--- src/rtl/si_inst_fetch_if.sv ---
// Fetch-stage bus bundle: the instruction-memory request/response channel,
// the decode-side valid/ready channel, and the redirect input from execute.
interface si_inst_fetch_if #(
    parameter int INST_DW = 32,
    parameter int INST_AW = 32
);
    logic               imem_req_o;
    logic [INST_AW-1:0] imem_addr_o;
    logic               imem_gnt_i;
    logic               imem_rvalid_i;
    logic [INST_DW-1:0] imem_rdata_i;
    logic               redirect_en_i;
    logic [INST_AW-1:0] redirect_pc_i;
    logic               inst_valid_o;
    logic               inst_ready_i;
    logic [INST_DW-1:0] inst_o;
    logic [INST_AW-1:0] inst_pc_o;

    // Fetch stage side.
    modport master (
        output imem_req_o, imem_addr_o, inst_valid_o, inst_o, inst_pc_o,
        input  imem_gnt_i, imem_rvalid_i, imem_rdata_i,
        input  redirect_en_i, redirect_pc_i, inst_ready_i
    );

    // Memory / decode / execute side.
    modport slave (
        input  imem_req_o, imem_addr_o, inst_valid_o, inst_o, inst_pc_o,
        output imem_gnt_i, imem_rvalid_i, imem_rdata_i,
        output redirect_en_i, redirect_pc_i, inst_ready_i
    );
endinterface

--- src/rtl/si_inst_fetch.sv ---
// Instruction fetch: owns the PC, keeps at most one imem read in flight and
// holds one fetched instruction for decode. Redirects from execute flush the
// held instruction and cause exactly one stale response to be dropped.
//
// state  | meaning
// S_IDLE | no request; waiting for the output slot to free up
// S_REQ  | request to imem at pc, held until granted
// S_WAIT | granted; waiting for rvalid of the fetch at fetch_pc
module si_inst_fetch #(
    parameter int                 INST_DW  = 32,
    parameter int                 INST_AW  = 32,
    parameter logic [INST_AW-1:0] RESET_PC = '0
) (
    input logic             clk,
    input logic             rst,
    si_inst_fetch_if.master bus
);

    typedef enum logic [1:0] {
        S_IDLE,
        S_REQ,
        S_WAIT
    } state_t;

    state_t             state;
    logic [INST_AW-1:0] pc;
    logic [INST_AW-1:0] fetch_pc;
    logic [INST_AW-1:0] redir_pc;
    logic               drop;
    logic               redir_pend;
    logic               inst_valid;
    logic [INST_DW-1:0] inst;
    logic [INST_AW-1:0] inst_pc;

    logic [INST_AW-1:0] target;
    logic               slot_free;
    logic               req;
    logic               xfer;
    logic               unused_lsbs;

    assign target      = {bus.redirect_pc_i[INST_AW-1:2], 2'b00};
    assign unused_lsbs = ^bus.redirect_pc_i[1:0];
    assign slot_free   = !inst_valid || bus.inst_ready_i;

    // The request is masked while decode holds an unconsumed instruction, so
    // a grant can only happen when the response is guaranteed a free slot.
    // Once raised in S_REQ it stays up until granted: the slot can only
    // drain, never refill, while no fetch is outstanding.
    assign req  = (state == S_REQ) && slot_free;
    assign xfer = req && bus.imem_gnt_i;

    assign bus.imem_req_o   = req;
    assign bus.imem_addr_o  = pc;
    assign bus.inst_valid_o = inst_valid;
    assign bus.inst_o       = inst;
    assign bus.inst_pc_o    = inst_pc;

    // Fetch FSM, PC and output register; redirect takes priority everywhere.
    always_ff @(posedge clk or posedge rst) begin
        if (rst) begin
            state      <= S_IDLE;
            pc         <= RESET_PC;
            fetch_pc   <= RESET_PC;
            redir_pc   <= RESET_PC;
            drop       <= 1'b0;
            redir_pend <= 1'b0;
            inst_valid <= 1'b0;
            inst       <= '0;
            inst_pc    <= '0;
        end else begin
            if (bus.inst_ready_i) begin
                inst_valid <= 1'b0;
            end
            case (state)
                S_IDLE: begin
                    if (bus.redirect_en_i) begin
                        pc    <= target;
                        state <= S_REQ;
                    end else if (slot_free) begin
                        state <= S_REQ;
                    end
                end
                S_REQ: begin
                    if (bus.redirect_en_i) begin
                        if (xfer) begin
                            state      <= S_WAIT;
                            fetch_pc   <= pc;
                            pc         <= target;
                            drop       <= 1'b1;
                            redir_pend <= 1'b0;
                        end else if (req) begin
                            // Request already on the bus: let it finish at
                            // the old address and drop its response.
                            redir_pend <= 1'b1;
                            drop       <= 1'b1;
                            redir_pc   <= target;
                        end else begin
                            pc <= target;
                        end
                    end else if (xfer) begin
                        state    <= S_WAIT;
                        fetch_pc <= pc;
                        if (redir_pend) begin
                            pc         <= redir_pc;
                            redir_pend <= 1'b0;
                        end
                    end
                end
                S_WAIT: begin
                    if (bus.redirect_en_i) begin
                        pc <= target;
                        if (bus.imem_rvalid_i) begin
                            drop  <= 1'b0;
                            state <= S_REQ;
                        end else begin
                            drop <= 1'b1;
                        end
                    end else if (bus.imem_rvalid_i) begin
                        if (drop) begin
                            drop  <= 1'b0;
                            state <= S_REQ;
                        end else begin
                            inst       <= bus.imem_rdata_i;
                            inst_pc    <= fetch_pc;
                            inst_valid <= 1'b1;
                            pc         <= fetch_pc + INST_AW'(4);
                            state      <= slot_free ? S_REQ : S_IDLE;
                        end
                    end
                end
                default: state <= S_IDLE;
            endcase
            if (bus.redirect_en_i) begin
                inst_valid <= 1'b0;
            end
        end
    end

endmodule

--- src/flat_wrapper.sv ---
// flat-port wrapper written by rule: the top's interface ports become plain ports
module si_inst_fetch_flat 
#(
    parameter int                 INST_DW  = 32,
    parameter int                 INST_AW  = 32,
    parameter logic [INST_AW-1:0] RESET_PC = '0
)
  (clk, rst, bus_imem_req_o, bus_imem_addr_o, bus_inst_valid_o, bus_inst_o, bus_inst_pc_o, bus_imem_gnt_i, bus_imem_rvalid_i, bus_imem_rdata_i, bus_redirect_en_i, bus_redirect_pc_i, bus_inst_ready_i);
  si_inst_fetch_if #(.INST_DW(INST_DW), .INST_AW(INST_AW)) bus_i ();
  input logic clk;
  input logic rst;
  output wire logic [$bits(bus_i.imem_req_o)-1:0] bus_imem_req_o;
  output wire logic [$bits(bus_i.imem_addr_o)-1:0] bus_imem_addr_o;
  output wire logic [$bits(bus_i.inst_valid_o)-1:0] bus_inst_valid_o;
  output wire logic [$bits(bus_i.inst_o)-1:0] bus_inst_o;
  output wire logic [$bits(bus_i.inst_pc_o)-1:0] bus_inst_pc_o;
  input wire logic [$bits(bus_i.imem_gnt_i)-1:0] bus_imem_gnt_i;
  input wire logic [$bits(bus_i.imem_rvalid_i)-1:0] bus_imem_rvalid_i;
  input wire logic [$bits(bus_i.imem_rdata_i)-1:0] bus_imem_rdata_i;
  input wire logic [$bits(bus_i.redirect_en_i)-1:0] bus_redirect_en_i;
  input wire logic [$bits(bus_i.redirect_pc_i)-1:0] bus_redirect_pc_i;
  input wire logic [$bits(bus_i.inst_ready_i)-1:0] bus_inst_ready_i;
  assign bus_imem_req_o = bus_i.imem_req_o;
  assign bus_imem_addr_o = bus_i.imem_addr_o;
  assign bus_inst_valid_o = bus_i.inst_valid_o;
  assign bus_inst_o = bus_i.inst_o;
  assign bus_inst_pc_o = bus_i.inst_pc_o;
  assign bus_i.imem_gnt_i = bus_imem_gnt_i;
  assign bus_i.imem_rvalid_i = bus_imem_rvalid_i;
  assign bus_i.imem_rdata_i = bus_imem_rdata_i;
  assign bus_i.redirect_en_i = bus_redirect_en_i;
  assign bus_i.redirect_pc_i = bus_redirect_pc_i;
  assign bus_i.inst_ready_i = bus_inst_ready_i;
  si_inst_fetch #(.INST_DW(INST_DW), .INST_AW(INST_AW), .RESET_PC(RESET_PC)) u_core (.clk(clk), .rst(rst), .bus(bus_i));
endmodule
--- config.mk ---
export PLATFORM = sky130hd
export DESIGN_NAME = si_inst_fetch_flat
export DESIGN_NICKNAME = d
export VERILOG_FILES = /design/src/rtl/si_inst_fetch_if.sv /design/src/rtl/si_inst_fetch.sv /design/src/flat_wrapper.sv
export SDC_FILE = /design/constraint.sdc
export NUM_CORES = 1
export LEC_CHECK = 0
export CORE_ASPECT_RATIO = 1.4
export CORE_MARGIN = 3
export CORE_UTILIZATION = 40
export CTS_BUF_LIST = sky130_fd_sc_hd__clkbuf_4 sky130_fd_sc_hd__clkbuf_8
export CTS_CLUSTER_SIZE = 25
export DETAILED_ROUTE_END_ITERATION = 7
export DONT_BUFFER_PORTS = 1
export GPL_ROUTABILITY_DRIVEN = 0
export PLACE_DENSITY = 0.64
export SLEW_MARGIN = 25
export SYNTH_ARGS = -nofsm -noshare
export SYNTH_HDL_FRONTEND = slang
export SYNTH_SLANG_ARGS = --single-unit
--- constraint.sdc ---
create_clock -name clk -period 5.9 [get_ports clk]
set_clock_uncertainty 0.2 [all_clocks]
set_input_delay 0.59 -clock clk [delete_from_list [all_inputs] [get_ports clk]]
set_output_delay 0.59 -clock clk [all_outputs]
set_load 0.02 [all_outputs]
; ---- Yosys cells after proc, flatten, opt, wreduce, memory -nomap -nowiden
; Cells that the tools add are included.
[totals]
reg_bits = 163
in_bits = 70
output_inout_bits = 98
wordCells = 76
[op_classes]
addsub = 1
n_eq_ne = 13
muxes = 34
bitwise_logic = 3
reduce_logical = 16
[ops]
columns = cell, count
row1 = 32-bit two-way mux, 9
row2 = 32-bit one-hot mux with 3 select lines, 1
row3 = 32-bit by 3-bit adder with 32-bit output (second input constant), 1
row4 = 1-bit two-way mux, 15
row5 = 2-bit two-way mux, 7
row6 = 4-bit AND reduction, 3
row7 = 3-bit by 2-bit != test with 1-bit output (second input constant), 3
row8 = 3-bit != test (second input constant), 3
row9 = 7-bit AND reduction, 1
row10 = 2-bit != test (second input constant), 3
row11 = 2-bit one-hot mux with 3 select lines, 1
row12 = 3-bit AND reduction, 2
row13 = 2-bit nonzero test, 3
row14 = 3-bit by 1-bit != test with 1-bit output (second input constant), 1
row15 = 1-bit inverter, 3
row16 = 3-bit nonzero test, 1
row17 = 2-bit by 1-bit == test with 1-bit output (second input constant), 1
row18 = 2-bit == test (second input constant), 1
row19 = 1-bit logical AND, 2
row20 = 2-bit logical NOT, 1
row21 = 2-bit by 1-bit != test with 1-bit output (second input constant), 1
row22 = 1-bit one-hot mux with 2 select lines, 1
row23 = 2-bit AND reduction, 1
row24 = 1-bit logical NOT, 1
row25 = 1-bit logical OR, 1

; ---- Longest topological paths before layout
; Gate-level depths: netlist of run 1.
[depth]
ltp_word = 7
depth_mapped = 9
depth_no_buf = 7

; ---- Worst setup path before layout of run 1
; No wires, ideal clock.
[synth_timing]
path_kind = input -> register
from = input bus_inst_ready_i
to = register u_core.fetch_pc[0]
setup_ns = 0.125
t_arrival_ns = 2.059
t_required_ns = 5.575
slack_ns = 3.516
path_stages = 6
path_buffers = 2
cell_sequence = nand2b_1 -> and2_1 -> clkbuf_1 -> nand2_1 -> buf_1 -> mux2_2
[synth_between]
elab_chain_len = 4
[synth_lines]
columns = element, line_no
row1 = start: declaration, flat_wrapper.sv:22  ; input wire logic [$bits(bus_i.inst_ready_i)-1:0] bus_inst_ready_i;
row2 = 1-bit logical OR, si_inst_fetch.sv:43  ; assign slot_free = !inst_valid || bus.inst_ready_i;
row3 = 1-bit logical AND, si_inst_fetch.sv:49  ; assign req = (state == S_REQ) && slot_free;
row4 = named net bus_imem_req_o, flat_wrapper.sv:12  ; output wire logic [$bits(bus_i.imem_req_o)-1:0] bus_imem_req_o;
row5 = 1-bit logical AND, si_inst_fetch.sv:50  ; assign xfer = req && bus.imem_gnt_i;
row6 = 2-bit AND reduction (no line), n/a
row7 = end signal: assignment, si_inst_fetch.sv:87  ; fetch_pc <= pc;
row8 = end signal: assignment, si_inst_fetch.sv:102  ; fetch_pc <= pc;
row9 = end: declaration, si_inst_fetch.sv:27  ; logic [INST_AW-1:0] fetch_pc;
; The timed path passes the listed nets, and every way through them passes these cells.
; A chain may end at the register's enable or synchronous reset.

; ---- Worst setup path in the final report of run 1
[layout_timing]
from = register u_core.state[0]
to = register u_core.inst[5] (netlist: u_core.bus.inst_o[5])
[layout_between]
elab_chain_len = 2
[layout_lines]
columns = element, line_no
row1 = start: declaration, si_inst_fetch.sv:25  ; state_t state;
row2 = start signal: assignment, si_inst_fetch.sv:127  ; state <= slot_free ? S_REQ : S_IDLE;
row3 = 2-bit == test, si_inst_fetch.sv:74  ; case (state)
row4 = 4-bit AND reduction (no line), n/a
row5 = end signal: assignment, si_inst_fetch.sv:123  ; inst <= bus.imem_rdata_i;
row6 = end: declaration, si_inst_fetch.sv:32  ; logic [INST_DW-1:0] inst;
; Every way passes these cells.

==> impl_metrics.ini, run 1 <==
[status]
status = finished clean

[power]
powerDensity_nw_per_um2 = 560
p_leak_nw = 3.54
switching_share_pct = 41.0
power_frac_seq_pct = 48.9
ir_drop_mv = 0.426
internal-power_mw = 2.71
total_power_mw = 4.60
comb_power_share_pct = 30.1
power_switching_mw = 1.88
clock_power_share_pct = 21.0

[synth]
netlist_area_sq_um = 7450
yosysWarnings = 0
syn_inst = 607
synthArstFlopShare_pct = 100
ys.flop_type = dfrtp_1
synth-edff-count = 0
syn_area_per_cell_sq_um = 12.3
synthesis.nets = 683
synth.distinct_cells = 55
ys_seq_area_share_pct = 54.7
ys_ff_latch = 163

[cts]
cts.sinks = 163
path_clk_slew_ps = 90
clkLatencyLatePin_ps = 470
ctsHtreeMaxLevel = 4
cts_setup_buffers = 0
numCtsBuffers = 17
cts-root-buf = clkbuf_8
cts_buffer_depth = 2
cts_tree = done

[layout]
antenna_cells = 0
drive_gt1_share_pct = 29.7
layout_common_cells = dfrtp_1 (163), mux2_2 (127), nand2_1 (38)
layout.cells.non_filler = 847
fin_nets = 670
design_area_sq_um = 8210
area_growth_pct = 10.2
layout_commonest_cell = dfrtp_1

[floorplanning]
start_util_pct = 41.1
die_w_um = 121
coreArea_sq_um = 18100
rows = 58
boundaryPins = 168
die_y_um = 167
fp.dieArea_sq_um = 20300

[drt]
drc = 0
avgViaCountPerCell = 5.92
first_iter_violations = 302
avgRoutedWirePerCell_um = 22.3
totalWireLength_um = 18900
dr_total_vias = 5015
dr.pass1.iters = 5
final_antenna_net_count = 0

[place]
port_buffers = 0
placedCellCount = 810
dp_hpwl_um = 12600
detailed_place.area_sq_um = 7660

[setup_path]
path_cells = inv_1 > ha_1 > nand2b_1 > nor2_4 > buf_16 > buf_4 > mux2_2
critical_path_required_ps = 6050
cp_max_fo = 30
crit_slowest_cell = nor2_4
critPathArrivalTime_ps = 3470
cp_top_family = simple AND/OR/NAND/NOR gates
max_stage_delay_ps = 600
worst-setup-path-type = flip-flop to flip-flop
critPathLaunchType = flip-flop
path_buf_inv = 3
reg2reg_depth = 7
reg2reg_to = u_core.bus.inst_o[5]$_DFFE_PP0P_
endpoint_kind = flip-flop
r2r_start = u_core.state[0]$_DFFE_PP0P_
regToRegSetupSlack_ps = 2580
startpoint = u_core.state[0]$_DFFE_PP0P_

[global_routing]
grt_max_degree = 110
antenna_found_initial = 0
grt_pass1_wl_um = 29800
overflow = 0
track_usage_pct = 18.9
grt_pass1_vias = 5366

[sta]
finalSetupTns_ps = 0
setup_viol = 0
fmax_ghz = 0.301
tightest_slew_ps = 922
finalCriticalPeriod_ps = 3320
slew_headroom_pct = 38.6
slew_viol_final = 0
hold-worst-slack_ps = 69.8
finalCritPeriodShare_pct = 56.3
hold_viol_final = 0
rsz0062_at_grt = no

[run]
cap_viol_max_count = 0

[hold_path]
whs_path_depth = 1
hold_class = input port to flip-flop
hold-path-endpoint = u_core.redir_pc[19]$_DFFE_PP0P_
hold_path.startpoint = bus_redirect_pc_i[19]
[power groups by stage]
stage	clock, mW	combinational [mW]	sequential, mW
finish	0.967	1.38	2.25
floorplan	0	1.10	2.09
detailed placement	0	1.38	2.28
global placement	0	1.29	2.25
global route	1.04	1.54	2.32
CTS	0.996	1.39	2.25
[sequential cells by signal, indices dropped and copies added (netlist names), 2 cells and up]
register and count:
u_core.redir_pc 30, u_core.fetch_pc 32, u_core.bus.inst_pc_o 32, u_core.bus.imem_addr_o 32, u_core.bus.inst_o 32, u_core.state 2
[worst max-delay path by stage]
| stage | endpoint | slack (ps) | depth (start not counted) |
|---|---|---|---|
| global placement | u_core.bus.inst_pc_o[19]$_DFFE_PP0P_ | 2420 | 6 |
| floorplan | u_core.bus.imem_addr_o[0]$_DFFE_PP0P_ | 710 | 1 |
| detailed placement | u_core.bus.inst_pc_o[27]$_DFFE_PP0P_ | 2310 | 6 |
| global route | u_core.bus.inst_pc_o[30]$_DFFE_PP0P_ | 2330 | 7 |
| finish | u_core.bus.inst_o[5]$_DFFE_PP0P_ | 2580 | 7 |
| CTS | u_core.bus.inst_pc_o[27]$_DFFE_PP0P_ | 2300 | 6 |
[routing by layer]
metal  vias up  GRT usage, %  routed length, um
met4         0          7.56                346
li1       2220             -                  -
met3        35          7.43               1680
met5         -             0                  0
met1      2590          20.9               7160
met2       170          32.4               9710
[area by class of cell]
cell class	count	area, sq um
clock buffers	17	234
clock inverters	15	243
inverters	7	33.8
flip-flops and latches	163	4080
multi-input cells	394	3190
repair buffers	11	133
fillers	1653	9930
well taps	240	300
[stage by stage]
stage          utilization, %  worst slack (ps)
3_5_place_dp             42.2              2310
2_1_floorplan               -               705
3_3_place_gp             42.1              2420
6_report                 45.3              2580
4_1_cts                  45.0              2300
5_1_grt                  45.3              2330
[cell usage after synthesis (all sizes together) (5+ instances only)]
master	n	area [sq um]
nand2	39	146
a222oi	10	100
mux2	127	1430
nor3	5	36.3
clkbuf	21	78.8
buf	22	109
o211ai	6	45.0
o31a	5	43.8
a221oi	13	114
nor4	10	68.8
nand4	7	65.1
inv	7	26.3
nor2	31	116
and3	5	31.3
xor2	5	43.8
nand3	11	60.1
o221ai	6	52.6
o21ai	30	150
dfrtp	163	4080
a21oi	15	75.1
xnor2	12	105
ha	6	75.1
[kinds of logic after synthesis]
group / count (synthesis) / share of synthesized area [%]
muxes: 130 / 19.6
xor gates and xnor gates: 17 / 2.00
adders and majority gates: 6 / 1.01
and+or+nand+nor: 135 / 9.74
DFF: 163 / 54.7
buffers and inverters: 50 / 2.87
AOI/OAI and AO/OA: 106 / 10.0
[repair_timing]
item	CTS	global route
hold buffers	3	1
hold endpoints to repair	3	107
gates resized for setup	0	0
No activity file was read; power rests on OpenSTA's default activity.
==> run 2, diff against run 1 <==
--- a/config.mk
+++ b/config.mk
@@ -13,7 +13,7 @@
 export DETAILED_ROUTE_END_ITERATION = 7
 export DONT_BUFFER_PORTS = 1
 export GPL_ROUTABILITY_DRIVEN = 0
-export PLACE_DENSITY = 0.64
+export PLACE_DENSITY = 0.66
 export SLEW_MARGIN = 25
 export SYNTH_ARGS = -nofsm -noshare
 export SYNTH_HDL_FRONTEND = slang
==> constraint.sdc (replaced) <==
create_clock -name clk -period 2.8 [get_ports clk]
set_clock_uncertainty 0.2 [all_clocks]
set_input_delay 0.28 -clock clk [delete_from_list [all_inputs] [get_ports clk]]
set_output_delay 0.28 -clock clk [all_outputs]
set_load 0.02 [all_outputs]
==> impl_metrics.ini, run 2 (synthesized netlist as in run 1, its figures left out) <==
[status]
status = finished clean

[sta]
fmax_ghz = 0.389
hold_viol_final = 0
slew_headroom_pct = 38.2
slew_viol_final = 0
finalSetupTns_ps = 0
rsz0062_at_grt = no
finalCritPeriodShare_pct = 91.9
finalCriticalPeriod_ps = 2570
setup_viol = 0
layout_setup_ws_ps = 227
tightest_slew_ps = 927

[floorplanning]
die_y_um = 167
rows = 58
boundaryPins = 168
start_util_pct = 41.1
fp.dieArea_sq_um = 20300
coreArea_sq_um = 18100
die_w_um = 121

[drt]
avgViaCountPerCell = 5.76
dr_total_vias = 5384
drc = 0
final_antenna_net_count = 0
totalWireLength_um = 19900
first_iter_violations = 360
avgRoutedWirePerCell_um = 21.2
dr.pass1.iters = 5

[cts]
cts_resized = 0
cts_buffer_depth = 2
cts_tree = done
ctsHtreeMaxLevel = 4
numCtsBuffers = 17
cts.sinks = 163
path_clk_slew_ps = 100
ctsHoldBuffers = 68
clkLatencyLatePin_ps = 450
cts_setup_buffers = 0
cts-root-buf = clkbuf_8

[layout]
seqCellArea_sq_um = 4080
layout_common_cells = dfrtp_1 (163), mux2_2 (127), dlygate4sd3_1 (68)
multi_input_area_sq_um = 3180
fin_nets = 757
area_growth_pct = 20.3
drive_gt1_share_pct = 29.0
layout_commonest_cell = dfrtp_1
design_area_sq_um = 8960
fillerInstances = 1567

[global_routing]
antenna_found_initial = 1
track_usage_pct = 19.2
overflow = 0
grt_max_degree = 107
grt_pass1_vias = 5727
grt_pass1_wl_um = 30700

[place]
port_buffers = 0
detailed_place.area_sq_um = 7860
dp_hpwl_um = 13600
place_ws_ps = 280

[setup_path]
critPathArrivalTime_ps = 2760
worst-setup-path-type = flip-flop to flip-flop
critical_path_required_ps = 2990
critPathLaunchType = flip-flop
cp_max_fo = 26
endpoint_kind = flip-flop

[run]
cap_viol_max_count = 0

[power]
powerDensity_nw_per_um2 = 1100
ir_drop_mv = 0.381
p_leak_nw = 3.89

[hold_path]
hold_class = input port to flip-flop
run 2: cell types whose count changed in the layout (fill, tap and decap cells not counted), moves of 2 or more:
cell | before | now
clkinvlp_4 | 2 | 4
dlygate4sd3_1 | 4 | 68
buf_12 | 0 | 3
buf_16 | 2 | 0
inv_8 | 4 | 2
buf_4 | 5 | 27
bufinv_16 | 5 | 3
inv_6 | 3 | 5
run 2: path summary, 6_finish.rpt:
| check | from | endpoint | slack [ps] | cells after the start |
|---|---|---|---|---|
| worst max-delay path | u_core.state[0]$_DFFE_PP0P_ | u_core.drop$_DFFE_PP0P_ | 230 | 7 |
| worst min-delay path | bus_inst_ready_i | u_core.bus.inst_valid_o$_DFF_PP0_ | 60 | 2 |
| worst max register to register | u_core.state[0]$_DFFE_PP0P_ | u_core.drop$_DFFE_PP0P_ | 230 | 7 |
| worst min register to register | u_core.redir_pc[21]$_DFFE_PP0P_ | u_core.redir_pc[21]$_DFFE_PP0P_ | 300 | 2 |
| max in group asynchronous | rst | u_core.bus.imem_addr_o[23]$_DFFE_PP0P_ | 1540 | 3 |
| min in group asynchronous | rst | u_core.bus.inst_o[25]$_DFFE_PP0P_ | 260 | 3 |
run 2: power by group:
group	leakage [nW]	internal (mW)	switching, mW	total [mW]
clock	0.208	0.907	0.932	1.84
combinational	1.60	1.60	1.70	3.29
sequential	2.08	3.26	1.44	4.70
run 2: per-layer routing:
metal	GRT usage, %	part of all wire [%]
met2	33.9	53
met3	4.66	6.6
met1	22.0	39
met4	7.85	2.3
met5	0	0
run 2: stage by stage:
stage | hold slack [ps] | power, mW | cells | utilization (%)
floorplan | 166 | 6.72 | 607 | -
global placement | 168 | 7.70 | 834 | 43.3
detailed placement | 175 | 7.90 | 834 | 43.3
CTS | 26.8 | 9.88 | 934 | 49.4
global route | 53.2 | 10.4 | 935 | 49.4
finish | 58.2 | 9.83 | 935 | 49.4
run 2: worst max-delay path, stage by stage, from the launching register on:
cell,delay [ps]
dfrtp_1,440
inv_1,100
ha_1,310
buf_4,320
a21boi_0,310
a21oi_1,120
a31oi_1,150
dlygate4sd3_1,580
run 2: layout make-up:
| class | instances | area share (%) |
|---|---|---|
| inverter | 7 | 0.335 |
| tap | 240 | 3.35 |
| clock inverter | 15 | 2.15 |
| multi-input combinational | 394 | 35.5 |
| sequential | 163 | 45.5 |
| antenna | 1 | 0.0279 |
| clock buffer | 17 | 2.61 |
| timing repair buffer | 98 | 10.5 |
==> run 3, diff against run 2 <==
--- a/config.mk
+++ b/config.mk
@@ -13,6 +13,7 @@
 export DETAILED_ROUTE_END_ITERATION = 7
 export DONT_BUFFER_PORTS = 1
 export GPL_ROUTABILITY_DRIVEN = 0
+export HOLD_SLACK_MARGIN = 0.08
 export PLACE_DENSITY = 0.66
 export SLEW_MARGIN = 25
 export SYNTH_ARGS = -nofsm -noshare
==> impl_metrics.ini, run 3 (synthesized netlist as in run 1, its figures left out) <==
[sta]
hold_viol_final = 0
hold-worst-slack_ps = 123
setup_viol = 0
tightest_slew_ps = 935
rsz0062_at_grt = no
finalCriticalPeriod_ps = 2590
fmax_ghz = 0.386
slew_viol_final = 0
finalCritPeriodShare_pct = 92.5
finalSetupTns_ps = 0
slew_headroom_pct = 37.7

[setup_path]
crit_slowest_cell = and2_1
endpoint_kind = flip-flop
critical_path_required_ps = 2980
worst-setup-path-type = flip-flop to flip-flop
max_stage_delay_ps = 750
critPathArrivalTime_ps = 2770
path_cells = inv_1 > ha_1 > buf_4 > and2_1 > a22oi_1 > a31oi_1 > a21o_1
critPathLaunchType = flip-flop
cp_max_fo = 18

[cts]
numCtsBuffers = 17
ctsHtreeMaxLevel = 4
cts_buffer_depth = 2
cts-root-buf = clkbuf_8
cts_tree = done
cts_setup_buffers = 0
cts_resized = 0
clkLatencyLatePin_ps = 460
path_clk_slew_ps = 90
cts.sinks = 163

[global_routing]
grt_pass1_vias = 5732
grt_max_degree = 107
overflow = 0
grt_pass1_wl_um = 30700
antenna_found_initial = 1
track_usage_pct = 19.1

[layout]
fin_nets = 758
layout_common_cells = dfrtp_1 (163), mux2_2 (127), dlygate4sd3_1 (69)
multi_input_area_sq_um = 3180
fillerInstances = 1566
area_growth_pct = 20.5
post-route-util_pct = 49.5
layout_commonest_cell = dfrtp_1
seqCellArea_sq_um = 4080
drive_gt1_share_pct = 28.9

[floorplanning]
boundaryPins = 168
rows = 58
start_util_pct = 41.1
fp.dieArea_sq_um = 20300
die_w_um = 121
die_y_um = 167
coreArea_sq_um = 18100

[drt]
dr.pass1.iters = 5
totalWireLength_um = 19800
dr_total_vias = 5333
avgViaCountPerCell = 5.70
first_iter_violations = 347
avgRoutedWirePerCell_um = 21.1
drc = 0
final_antenna_net_count = 0

[hold_path]
hold_class = input port to flip-flop

[power]
powerDensity_nw_per_um2 = 1100
p_leak_nw = 3.89
ir_drop_mv = 0.381

[status]
status = finished clean

[run]
cap_viol_max_count = 0

[place]
port_buffers = 0
dp_hpwl_um = 13600
run 3: changes by cell type in the layout (fill, tap and decap cells not counted), sizes merged:
| cell | previous run | this run |
|---|---|---|
| dlygate4sd3 | 68 | 69 |
run 3: area by class of cell:
type | count | area share [%]
timing repair buffer | 99 | 10.6
inverter | 7 | 0.335
sequential | 163 | 45.4
antenna | 1 | 0.0279
multi-input combinational | 394 | 35.5
clock buffer | 17 | 2.61
clock inverter | 15 | 2.15
tap | 240 | 3.35
run 3: worst paths after layout:
kind / startpoint / end / slack [ps] / cells after the start
worst max-delay path: u_core.state[1]$_DFFE_PP0P_ / u_core.bus.imem_addr_o[22]$_DFFE_PP0P_ / 210 / 7
worst min-delay path: bus_redirect_pc_i[22] / u_core.bus.imem_addr_o[22]$_DFFE_PP0P_ / 120 / 5
worst max register to register: u_core.state[1]$_DFFE_PP0P_ / u_core.bus.imem_addr_o[22]$_DFFE_PP0P_ / 210 / 7
worst min register to register: u_core.redir_pc[21]$_DFFE_PP0P_ / u_core.redir_pc[21]$_DFFE_PP0P_ / 300 / 2
max in group asynchronous: rst / u_core.bus.imem_addr_o[23]$_DFFE_PP0P_ / 1550 / 3
min in group asynchronous: rst / u_core.bus.inst_o[25]$_DFFE_PP0P_ / 300 / 3
run 3: timing repair:
action / in CTS / in global routing
endpoints found under the hold margin: 262 / 0
setup endpoints to repair: 0 / 0
hold buffers: 69 / 0
run 3: through the flow:
step | std cells | setup slack (ps) | instance area (sq um) | power (mW)
global placement | 834 | 418 | 7860 | 7.70
global route | 936 | 102 | 8970 | 10.4
floorplan | 607 | 249 | 7450 | 6.72
finish | 936 | 209 | 8970 | 9.83
detailed placement | 834 | 280 | 7860 | 7.90
CTS | 935 | 279 | 8970 | 9.88
run 3: where the power goes:
part	switching, mW	leakage, nW	total, mW	internal (mW)
combinational	1.70	1.61	3.29	1.60
clock	0.937	0.208	1.84	0.908
sequential	1.44	2.08	4.70	3.26
run 3: layer usage:
metal	part of all wire (%)	global-route usage (%)	vias up	routed length, um
met2	52	33.6	210	10400
met4	2.4	8.24	0	478
met3	6.9	4.76	35	1360
met5	0	0	-	0
met1	38	21.9	2692	7570
li1	-	-	2396	-
run 3: worst max-delay path: cells and delay by family (launching register included):
kind                       cells  cell delay [ps]
adders and majority gates      1              320
buffers and inverters          2              340
and+or+nand+nor                1              750
AOI/OAI and AO/OA              3              490
DFF                            1              430
